$ cat src/rtl/tick_scheduler.sv
`default_nettype none
// ============================================================================
// Module      : tick_scheduler
// Description : Four-channel programmable tick scheduler. Each channel divides
//               the system clock by a runtime-programmable ratio and produces
//               a one-cycle enable pulse (tick) plus a ~50% duty square wave
//               (sq). Downstream logic uses tick as a clock enable.
// Ports       : clk       - system clock, all logic on rising edge
//               rst_n     - synchronous active-low reset
//               run       - level, 1 = count, 0 = hold all counters
//               restart   - one-cycle pulse, zeroes every channel phase
//               cfg_valid - divide-ratio write request
//               cfg_ready - write can be accepted (low during LOAD)
//               cfg_ch    - target channel of the write
//               cfg_div   - new divide ratio (values < 2 store 2)
//               tick      - per-channel one-cycle enable pulse (registered)
//               sq        - per-channel square wave (registered)
// Options     : TICK_SCHED_PHASE_ALIGN_EN - when defined, every config write
//               clears and holds all four channels so they restart
//               phase-aligned; otherwise only the written channel is touched.
// Revision    : 1.0 - initial release
// ============================================================================
module tick_scheduler #(
  parameter int unsigned CNT_W        = 32,
  parameter int unsigned DIV0_DEFAULT = 100_000_000,
  parameter int unsigned DIV1_DEFAULT = 50_000_000,
  parameter int unsigned DIV2_DEFAULT = 200_000,
  parameter int unsigned DIV3_DEFAULT = 25_000_000
) (
  input  logic             clk,
  input  logic             rst_n,
  input  logic             run,
  input  logic             restart,
  input  logic             cfg_valid,
  output logic             cfg_ready,
  input  logic [1:0]       cfg_ch,
  input  logic [CNT_W-1:0] cfg_div,
  output logic [3:0]       tick,
  output logic [3:0]       sq
);

  typedef enum logic [1:0] {
    ST_STOP = 2'd0,
    ST_RUN  = 2'd1,
    ST_LOAD = 2'd2
  } state_t;

  state_t     state;
  state_t     state_nxt;
  logic [1:0] load_ch;
  logic       accept;
  logic       count_en;

  // A ratio below 2 cannot produce both a tick and a square wave.
  function automatic logic [CNT_W-1:0] clamp_div(input logic [CNT_W-1:0] d);
    return (d < CNT_W'(2)) ? CNT_W'(2) : d;
  endfunction

  function automatic logic [CNT_W-1:0] reset_div(input int unsigned ch);
    logic [CNT_W-1:0] d;
    case (ch)
      0:       d = CNT_W'(DIV0_DEFAULT);
      1:       d = CNT_W'(DIV1_DEFAULT);
      2:       d = CNT_W'(DIV2_DEFAULT);
      default: d = CNT_W'(DIV3_DEFAULT);
    endcase
    return clamp_div(d);
  endfunction

  assign cfg_ready = (state != ST_LOAD);
  assign accept    = cfg_valid && cfg_ready;
  // STOP->RUN takes one edge before counting resumes; run=0 holds at once.
  assign count_en  = run && (state != ST_STOP);

  // --------------------------------------------------------------------------
  // Control FSM
  // --------------------------------------------------------------------------
  always_ff @(posedge clk) begin
    if (!rst_n) begin
      state   <= ST_STOP;
      load_ch <= 2'd0;
    end else begin
      state <= state_nxt;
      if (accept) begin
        load_ch <= cfg_ch;
      end
    end
  end

  always_comb begin
    state_nxt = state;
    case (state)
      ST_STOP: begin
        if (accept)   state_nxt = ST_LOAD;
        else if (run) state_nxt = ST_RUN;
      end
      ST_RUN: begin
        if (accept)    state_nxt = ST_LOAD;
        else if (!run) state_nxt = ST_STOP;
      end
      ST_LOAD: begin
        state_nxt = run ? ST_RUN : ST_STOP;
      end
      default: state_nxt = ST_STOP;
    endcase
  end

  // --------------------------------------------------------------------------
  // Per-channel divider
  // --------------------------------------------------------------------------
  for (genvar i = 0; i < 4; i++) begin : g_ch
    localparam logic [CNT_W-1:0] DIV_RST = reset_div(i);

    logic [CNT_W-1:0] cnt;
    logic [CNT_W-1:0] div;
    logic [CNT_W-1:0] cnt_nxt;
    logic             write;
    logic             hit;
    logic             held;
    logic             clear;
    logic             wrap;
    logic             tick_q;
    logic             sq_q;

    assign write = accept && (cfg_ch == 2'(i));
`ifdef TICK_SCHED_PHASE_ALIGN_EN
    assign hit   = accept;
    assign held  = (state == ST_LOAD);
`else
    assign hit   = write;
    assign held  = (state == ST_LOAD) && (load_ch == 2'(i));
`endif
    assign clear   = restart || hit || held;
    assign wrap    = (cnt == div - CNT_W'(1));
    assign cnt_nxt = wrap ? '0 : cnt + CNT_W'(1);

    always_ff @(posedge clk) begin
      if (!rst_n) begin
        cnt    <= '0;
        div    <= DIV_RST;
        tick_q <= 1'b0;
        sq_q   <= 1'b0;
      end else begin
        tick_q <= 1'b0;
        if (clear) begin
          cnt  <= '0;
          sq_q <= 1'b0;
        end else if (count_en) begin
          cnt    <= cnt_nxt;
          // Low for the first div>>1 counts, so odd ratios get the longer high.
          sq_q   <= (cnt_nxt >= (div >> 1));
          tick_q <= wrap;
        end
        // A write coinciding with restart still loads the new ratio.
        if (write) begin
          div <= clamp_div(cfg_div);
        end
      end
    end

    assign tick[i] = tick_q;
    assign sq[i]   = sq_q;
  end

endmodule
`default_nettype wire
$ cat config.mk
export PLATFORM = sky130hd
export DESIGN_NAME = tick_scheduler
export DESIGN_NICKNAME = d
export VERILOG_FILES = /design/src/rtl/tick_scheduler.sv
export SDC_FILE = /design/constraint.sdc
export NUM_CORES = 1
export LEC_CHECK = 0
export BUFFER_PORTS_ARGS = -buffer_cell sky130_fd_sc_hd__buf_2
export CAP_MARGIN = 15
export CORE_MARGIN = 2
export CORE_UTILIZATION = 60
export CTS_CLUSTER_DIAMETER = 200
export DETAILED_ROUTE_END_ITERATION = 8
export HOLD_SLACK_MARGIN = 0.08
export MAX_ROUTING_LAYER = met4
export PLACE_DENSITY = 0.77
export SLEW_MARGIN = 40
export SYNTH_ARGS = -nofsm -noshare
export SYNTH_HDL_FRONTEND = slang
export SYNTH_SLANG_ARGS = --single-unit
$ cat constraint.sdc
create_clock -name clk -period 7.74 [get_ports clk]
set_clock_uncertainty 0.1 [all_clocks]
set_input_delay 1.548 -clock clk [delete_from_list [all_inputs] [get_ports clk]]
set_output_delay 1.548 -clock clk [all_outputs]
set_load 0.02 [all_outputs]
==> results of run 1 <==
==> where the power goes <==
| part | internal, mW | total [mW] | switching (mW) |
|---|---|---|---|
| Clock | 1.08 | 1.74 | 0.662 |
| Combinational | 0.122 | 0.390 | 0.268 |
| Sequential | 1.41 | 1.46 | 0.0483 |
| Total | 2.61 | 3.59 | 0.978 |
==> path summary, 6_finish.rpt <==
check / cells after the start / start / slack, ns / endpoint
setup reg to reg: 21 / g_ch[3].div[0]$_SDFFE_PN0P_ / 2.07 / g_ch[3].sq_q$_SDFFE_PP0P_
hold reg to reg: 2 / g_ch[2].div[31]$_SDFFE_PN0P_ / 0.40 / g_ch[2].div[31]$_SDFFE_PN0P_
setup / recovery: 21 / g_ch[3].div[0]$_SDFFE_PN0P_ / 2.07 / g_ch[3].sq_q$_SDFFE_PP0P_
hold / removal: 2 / g_ch[2].div[31]$_SDFFE_PN0P_ / 0.40 / g_ch[2].div[31]$_SDFFE_PN0P_
==> area by class of cell <==
cell class	instances	share of cell area
Timing Repair Buffer	68	0.0175
Tap cell	468	0.0251
Inverter	151	0.0243
Antenna cell	2	0.000215
Clock buffer	48	0.0418
Clock inverter	13	0.00965
Sequential cell	268	0.230
Multi-Input combinational cell	2437	0.651
==> registers in the layout, indices dropped and copies added, names as in the netlist <==
name,cells
g_ch.cnt,128
g_ch.div,128
load_ch,2
g_ch.tick_q,4
state,2
g_ch.sq_q,4
==> cells by family (layout without fill, tap and decap cells) <==
kind of cell,after synthesis,count (layout),synth area share
AO/OA/AOI/OAI,583,583,0.171
adder cells (fa/ha/maj),132,132,0.0751
other,0,2,0
flip-flops,268,268,0.244
multiplexers,8,8,0.00370
XOR/XNOR,267,267,0.106
buffers and inverters,401,280,0.0710
AND/OR/NAND/NOR,1447,1447,0.329
==> metrics by stage <==
step                cell area [um^2]  utilization
floorplan                      22000            -
global placement               22000        0.606
detailed placement             22100        0.607
CTS                            23300        0.640
global route                   23300        0.642
finish                         23300        0.642
==> placed cells by master (no fill, tap or decap), drive strengths merged, types with 18 or more instances in the layout <==
cell and count:
xor2 114, nor4 103, dfxtp 268, nor2 298
nor2b 27, o22ai 56, xnor2 153, a31oi 25
a21o 31, nor3 151, buf 68, or2 20
and3 61, o21a 18, a21oi 187, o211ai 60
clkbuf 48, and4 26, or3 28, ha 132
a211oi 23, and2 45, inv 153, o21ai 74
nand2 402, nand4 81, nand3 131
==> per-layer routing <==
layer,vias to the layer above,GRT usage
met5,-,-
met4,0,0.133
met3,183,0.0703
met2,901,0.576
met1,10400,0.475
li1,10700,-
==> worst min-delay path, stage by stage, from the launching register on <==
cell and delay (ns):
dfxtp_1 0.34, nand2_1 0.06, a21oi_1 0.05
==> qor.yml, run 1 <==
run_status:
  status: "finished, violations left"
  violations: "DRC"
yosys:
  synth_area_mm2: 0.0220
  syn_area_per_cell_um2: 7.08
  syn_inst: 3106
  synth.area.top_cells: "dfxtp_1 (24%), ha_1 (7.5%), nand2_1 (6.9%)"
  synth_top_area_cell: "dfxtp_1"
  synth_top_area_share: 0.244
  synthTopCellsByCount: "nand2_1 (402), nor2_1 (296), dfxtp_1 (268), clkbuf_1 (206), a21oi_1 (187)"
  ys_types: 84
  ys_seq_elements: 268
  yosysMostFrequentCell: "nand2_1"
  synth_nets: 3277
  synth-async-reset-ratio: 0
  yosysWarnings: 0
  synth_edf_count: 0
  synthFlopType: "dfxtp_1"
  synth_seq_area_share: 0.244
clock_network:
  clk_pin_slew_ns: 0.06
  cts_made_buffers: 34
  clkLatencyLatePin_ns: 0.56
  hold_buffers: 0
  cts-htree-levels: 2
  cts_tree: "built"
  cts_max_path_buffers: 3
  postCtsResizedCells: 0
  cts_root_buf: "clkbuf_16"
  postCtsSetupRepairBufs: 0
  cts_sinks: 268
floorplanning:
  die_x_um: 195
  die_h_um: 195
  start_util: 0.605
  core_area_mm2: 0.0363
  rows: 70
  boundaryPins: 48
  dieArea_mm2: 0.0382
global_routing:
  grt_use_total: 0.369
  antenna_found_initial: 2
  first_global_vias: 20500
  grt.overflow.total: 0
  grt_max_degree: 103
  grt_first_pass_wirelength_mm: 111
power:
  total_power_mw: 3.59
  leakage_nw: 8.96
  powerDensity_mw_per_mm2: 154
  irDropWorstVdd_mv: 0.182
timing:
  relSlewSlack: 0.402
  rsz0062_at_grt: "no"
  fmax_mhz: 176
  finalCritPeriodShare: 0.733
  fin_crit_ns: 5.67
  hold_violations: 0
  finalSetupViolations: 0
  holdWs_ns: 0.399
  worst_pin_slew_ns: 0.885
  setup_slack_ns: 2.07
  drv_slew: 0
  setup_tns_ns: 0
worst_setup_path:
  cpMaxStageDelayCell: "or4_1"
  critical_path.cell_chain: "inv_1, ha_1, nor4b_2, nand3_1, or4_1, a21oi_1, nor4_1, nand4_1, buf_4, nor2_4, buf_4, or2_2, ha_1, nand2b_1, a21o_1, a21oi_1, o31ai_1, a221oi_1, o21ai_0, a21oi_1, a21oi_1"
  crit_required_ns: 8.07
  start_kind: "flip-flop"
  cp_slowest_stage_delay_ns: 0.62
  cp.arrival_ns: 6.00
  cp_common_cell: "a21oi_1"
  critPathKind: "reg -> reg"
  path_buf_inv: 3
  crit_family: "simple AND/OR/NAND/NOR gates"
  cp_max_fo: 28
  worst_setup_path_end_kind: "flip-flop"
detailed_routing:
  highest_layer: "met4"
  avgViaCountPerCell: 6.42
  vias: 22200
  drtAntennaViolNets: 0
  drt_iter0_markers: 2257
  routedWlPerCell_um: 20.0
  wl_met2_mm: 31.2
  drc_errors: 4
  finalWirelength_mm: 69.1
  drt-met1-wl_mm: 29.4
  wl_met3_mm: 5.74
  first_pass_iters: 9
cells_and_area:
  seqCellArea_mm2: 0.00537
  drive_above_1_share: 0.0630
  final_nets: 3131
  synthToLayoutAreaGrowth_pct: 6.03
  multi_input_area_mm2: 0.0152
  stdcell_count: 3455
  nFillCells: 3328
place:
  io_buffers: 47
  gp_congestion: 0.974
  placed_cells: 3391
  dpl.hpwl_mm: 50.8
  dp_slack_ns: 1.92
run:
  drv_cap: 0
hold_path:
  hold_class: "reg -> reg"
No activity file was read; power rests on OpenSTA's default activity.
==> inputs of run 2 (changes only) <==
--- a/config.mk
+++ b/config.mk
@@ -5,6 +5,7 @@
 export SDC_FILE = /design/constraint.sdc
 export NUM_CORES = 1
 export LEC_CHECK = 0
+export ABC_AREA = 1
 export BUFFER_PORTS_ARGS = -buffer_cell sky130_fd_sc_hd__buf_2
 export CAP_MARGIN = 15
 export CORE_MARGIN = 2
==> constraint.sdc (replaced) <==
create_clock -name clk -period 5.5 [get_ports clk]
set_clock_uncertainty 0.1 [all_clocks]
set_input_delay 1.1 -clock clk [delete_from_list [all_inputs] [get_ports clk]]
set_output_delay 1.1 -clock clk [all_outputs]
set_load 0.02 [all_outputs]
==> run 2 against run 1 <==
Flip-flop and latch count unchanged; utilization rose by 0.85 points; the flow now finishes without violations; critical path type unchanged; area after synthesis rose by 2.0%.
==> qor.yml, run 2 <==
yosys:
  synth.area.top_cells: "dfxtp_1 (24%), nand2_1 (13%), inv_1 (9.8%)"
  synth_seq_area_share: 0.239  # -0.00473
  yosysWarnings: 0  # unchanged
  synthTopCellsByCount: "nand2_1 (778), inv_1 (586), nor2_1 (400), a21oi_1 (308), o21ai_0 (302)"
  syn_inst: 3657  # +18%
  synth_area_mm2: 0.0224  # +2.0%
  yosysMostFrequentCell: "nand2_1"
  synth_edf_count: 0  # unchanged
  synth_top_area_cell: "dfxtp_1"
  syn_area_per_cell_um2: 6.14  # -13%
  ys_types: 46  # -45%
  ys_seq_elements: 268  # unchanged
  synth_nets: 3828  # +17%
  synth_top_area_share: 0.239  # -0.00473
  synth-async-reset-ratio: 0  # unchanged
  synthFlopType: "dfxtp_1"
floorplanning:
  die_h_um: 197  # +0.96%
  boundaryPins: 48  # unchanged
  dieArea_mm2: 0.0390  # +1.9%
  core_area_mm2: 0.0367  # +0.96%
  rows: 70  # unchanged
  die_x_um: 197  # +0.96%
  start_util: 0.611  # +0.00609
detailed_routing:
  first_pass_iters: 6  # -3
  vias: 24100  # +8.6%
  finalWirelength_mm: 75.6  # +9.4%
  drtAntennaViolNets: 0  # unchanged
  drc_errors: 0  # -4
  drt_iter0_markers: 2752  # +22%
  avgViaCountPerCell: 5.84  # -9.0%
  routedWlPerCell_um: 18.3  # -8.3%
timing:
  finalSetupViolations: 0  # unchanged
  fmax_mhz: 216  # +23%
  drv_slew: 0  # unchanged
  relSlewSlack: 0.440  # +0.0378
  hold_violations: 0  # unchanged
  rsz0062_at_grt: "no"
  finalCritPeriodShare: 0.841  # +0.108
  setup_tns_ns: 0  # unchanged
  worst_pin_slew_ns: 0.838  # -0.0463 ns
  fin_crit_ns: 4.63  # -1.05 ns
power:
  irDropWorstVdd_mv: 0.254  # +39%
  leakage_nw: 11.7  # +31%
  powerDensity_mw_per_mm2: 215  # +40%
clock_network:
  clk_pin_slew_ns: 0.06  # about the same
  cts_root_buf: "clkbuf_16"
  postCtsSetupRepairBufs: 0  # unchanged
  cts_sinks: 268  # unchanged
  cts_made_buffers: 30  # -12%
  hold_buffers: 0  # unchanged
  cts_max_path_buffers: 3  # unchanged
  cts_tree: "built"
  cts-htree-levels: 1  # -1
  postCtsResizedCells: 0  # unchanged
  clkLatencyLatePin_ns: 0.61  # +0.05 ns
global_routing:
  met1_usage: 0.506  # +0.0307
  first_global_vias: 22400  # +9.1%
  antenna_found_initial: 0  # -2
  grt_util_met3: 0.0618  # -0.00849
  grt_max_degree: 134  # +30%
  grt.overflow.total: 0  # unchanged
  use_met2: 0.617  # +0.0408
  grt_first_pass_wirelength_mm: 119  # +7.4%
  grt_use_total: 0.395  # +0.0259
  busiest_layer: "met2"
worst_setup_path:
  cp_common_cell: "nand2_1"
  critPathKind: "reg -> reg"
  cp.arrival_ns: 5.08  # -0.92 ns
  crit_required_ns: 5.95  # -2.12 ns
  cpMaxStageDelayCell: "nand2_1"
  cp_slowest_stage_delay_ns: 0.50  # -0.12 ns
  cp_max_fo: 20  # -29%
  worst_setup_path_end_kind: "flip-flop"
  start_kind: "flip-flop"
cells_and_area:
  layout_common_cells: "nand2_1 (778), inv_1 (579), nor2_1 (399), a21oi_1 (308), o21ai_0 (302)"
  seqCellArea_mm2: 0.00537  # unchanged
  multi_input_area_mm2: 0.0144  # -5.4%
  antenna_cells: 0  # -2
  final_common_cell: "nand2_1"
  synthToLayoutAreaGrowth_pct: 6.36
  top_regs: "g_ch.cnt: 128 flops, g_ch.div: 128 flops"
  stdcell_count: 4122  # +19%
  drive_above_1_share: 0.0484  # -0.0145
  final_nets: 3801  # +21%
  nFillCells: 3436  # +3.2%
run_status:
  status: "complete, no violations"
run:
  drv_cap: 0  # unchanged
place:
  placed_cells: 4066  # +20%
  dpl.hpwl_mm: 59.5  # +17%
  gp_congestion: 1.07  # +9.9%
  io_buffers: 47  # unchanged
hold_path:
  hold_class: "reg -> reg"
-- run 2: worst max-delay path, delay by kind of cell, from the launching register on --
| family | cells | cell delay (ns) |
|---|---|---|
| compound gates | 2 | 0.32 |
| fa+ha+maj | 2 | 0.50 |
| buf+inv | 3 | 0.59 |
| flops | 1 | 0.32 |
| simple gates | 26 | 2.72 |
-- run 2: worst paths after layout --
path | end | slack (ns) | startpoint | cells past startpoint
worst min-delay path | g_ch[2].sq_q$_SDFFE_PP0P_ | 0.43 | g_ch[2].sq_q$_SDFFE_PP0P_ | 2
worst max register to register | g_ch[3].sq_q$_SDFFE_PP0P_ | 0.87 | g_ch[3].div[0]$_SDFFE_PN0P_ | 33
worst min register to register | g_ch[2].sq_q$_SDFFE_PP0P_ | 0.43 | g_ch[2].sq_q$_SDFFE_PP0P_ | 2
worst max-delay path | g_ch[3].sq_q$_SDFFE_PP0P_ | 0.87 | g_ch[3].div[0]$_SDFFE_PN0P_ | 33
-- run 2: logic make-up (layout without fill, tap and decap cells) --
| kind of cell | Yosys count | count (layout) | synth area share |
|---|---|---|---|
| buffers and inverters | 705 | 702 | 0.122 |
| DFF | 268 | 268 | 0.239 |
| adders and majority gates | 132 | 132 | 0.0736 |
| xor gates and xnor gates | 209 | 209 | 0.0834 |
| AOI/OAI and AO/OA | 661 | 661 | 0.153 |
| and+or+nand+nor | 1682 | 1682 | 0.329 |
-- run 2: cell type report --
| type | instances | area share |
|---|---|---|
| clock inverter | 14 | 0.00655 |
| inverter | 592 | 0.0934 |
| multi-input combinational | 2684 | 0.603 |
| timing repair buffer | 54 | 0.0126 |
| clock buffer | 42 | 0.0354 |
| sequential | 268 | 0.225 |
| tap | 468 | 0.0245 |
-- run 2: per-stage QoR --
stage / util / hold WS, ns / setup slack [ns] / total power, mW / instance area [um^2]
after floorplan: - / 0.354 / 2.06 / 2.80 / 22400
after global placement: 0.622 / 0.381 / 1.04 / 3.05 / 22800
after detailed placement: 0.623 / 0.412 / 0.965 / 3.08 / 22800
after CTS: 0.650 / 0.431 / 0.951 / 5.14 / 23800
after global routing: 0.650 / 0.452 / 0.456 / 5.34 / 23900
final: 0.650 / 0.432 / 0.872 / 5.14 / 23900
-- run 2: routing by layer --
layer  vias up  routed length (um)
met5         -                   0
met4         0                3750
met3       216                6650
met2      1190               33300
met1     10900               31900
li1      11800                   -
-- run 2: report_power, final --
part,total [mW],switching (mW),internal [mW]
Sequential,2.15,0.135,2.02
Clock,2.08,0.904,1.17
Combinational,0.911,0.616,0.295
Total,5.14,1.66,3.49
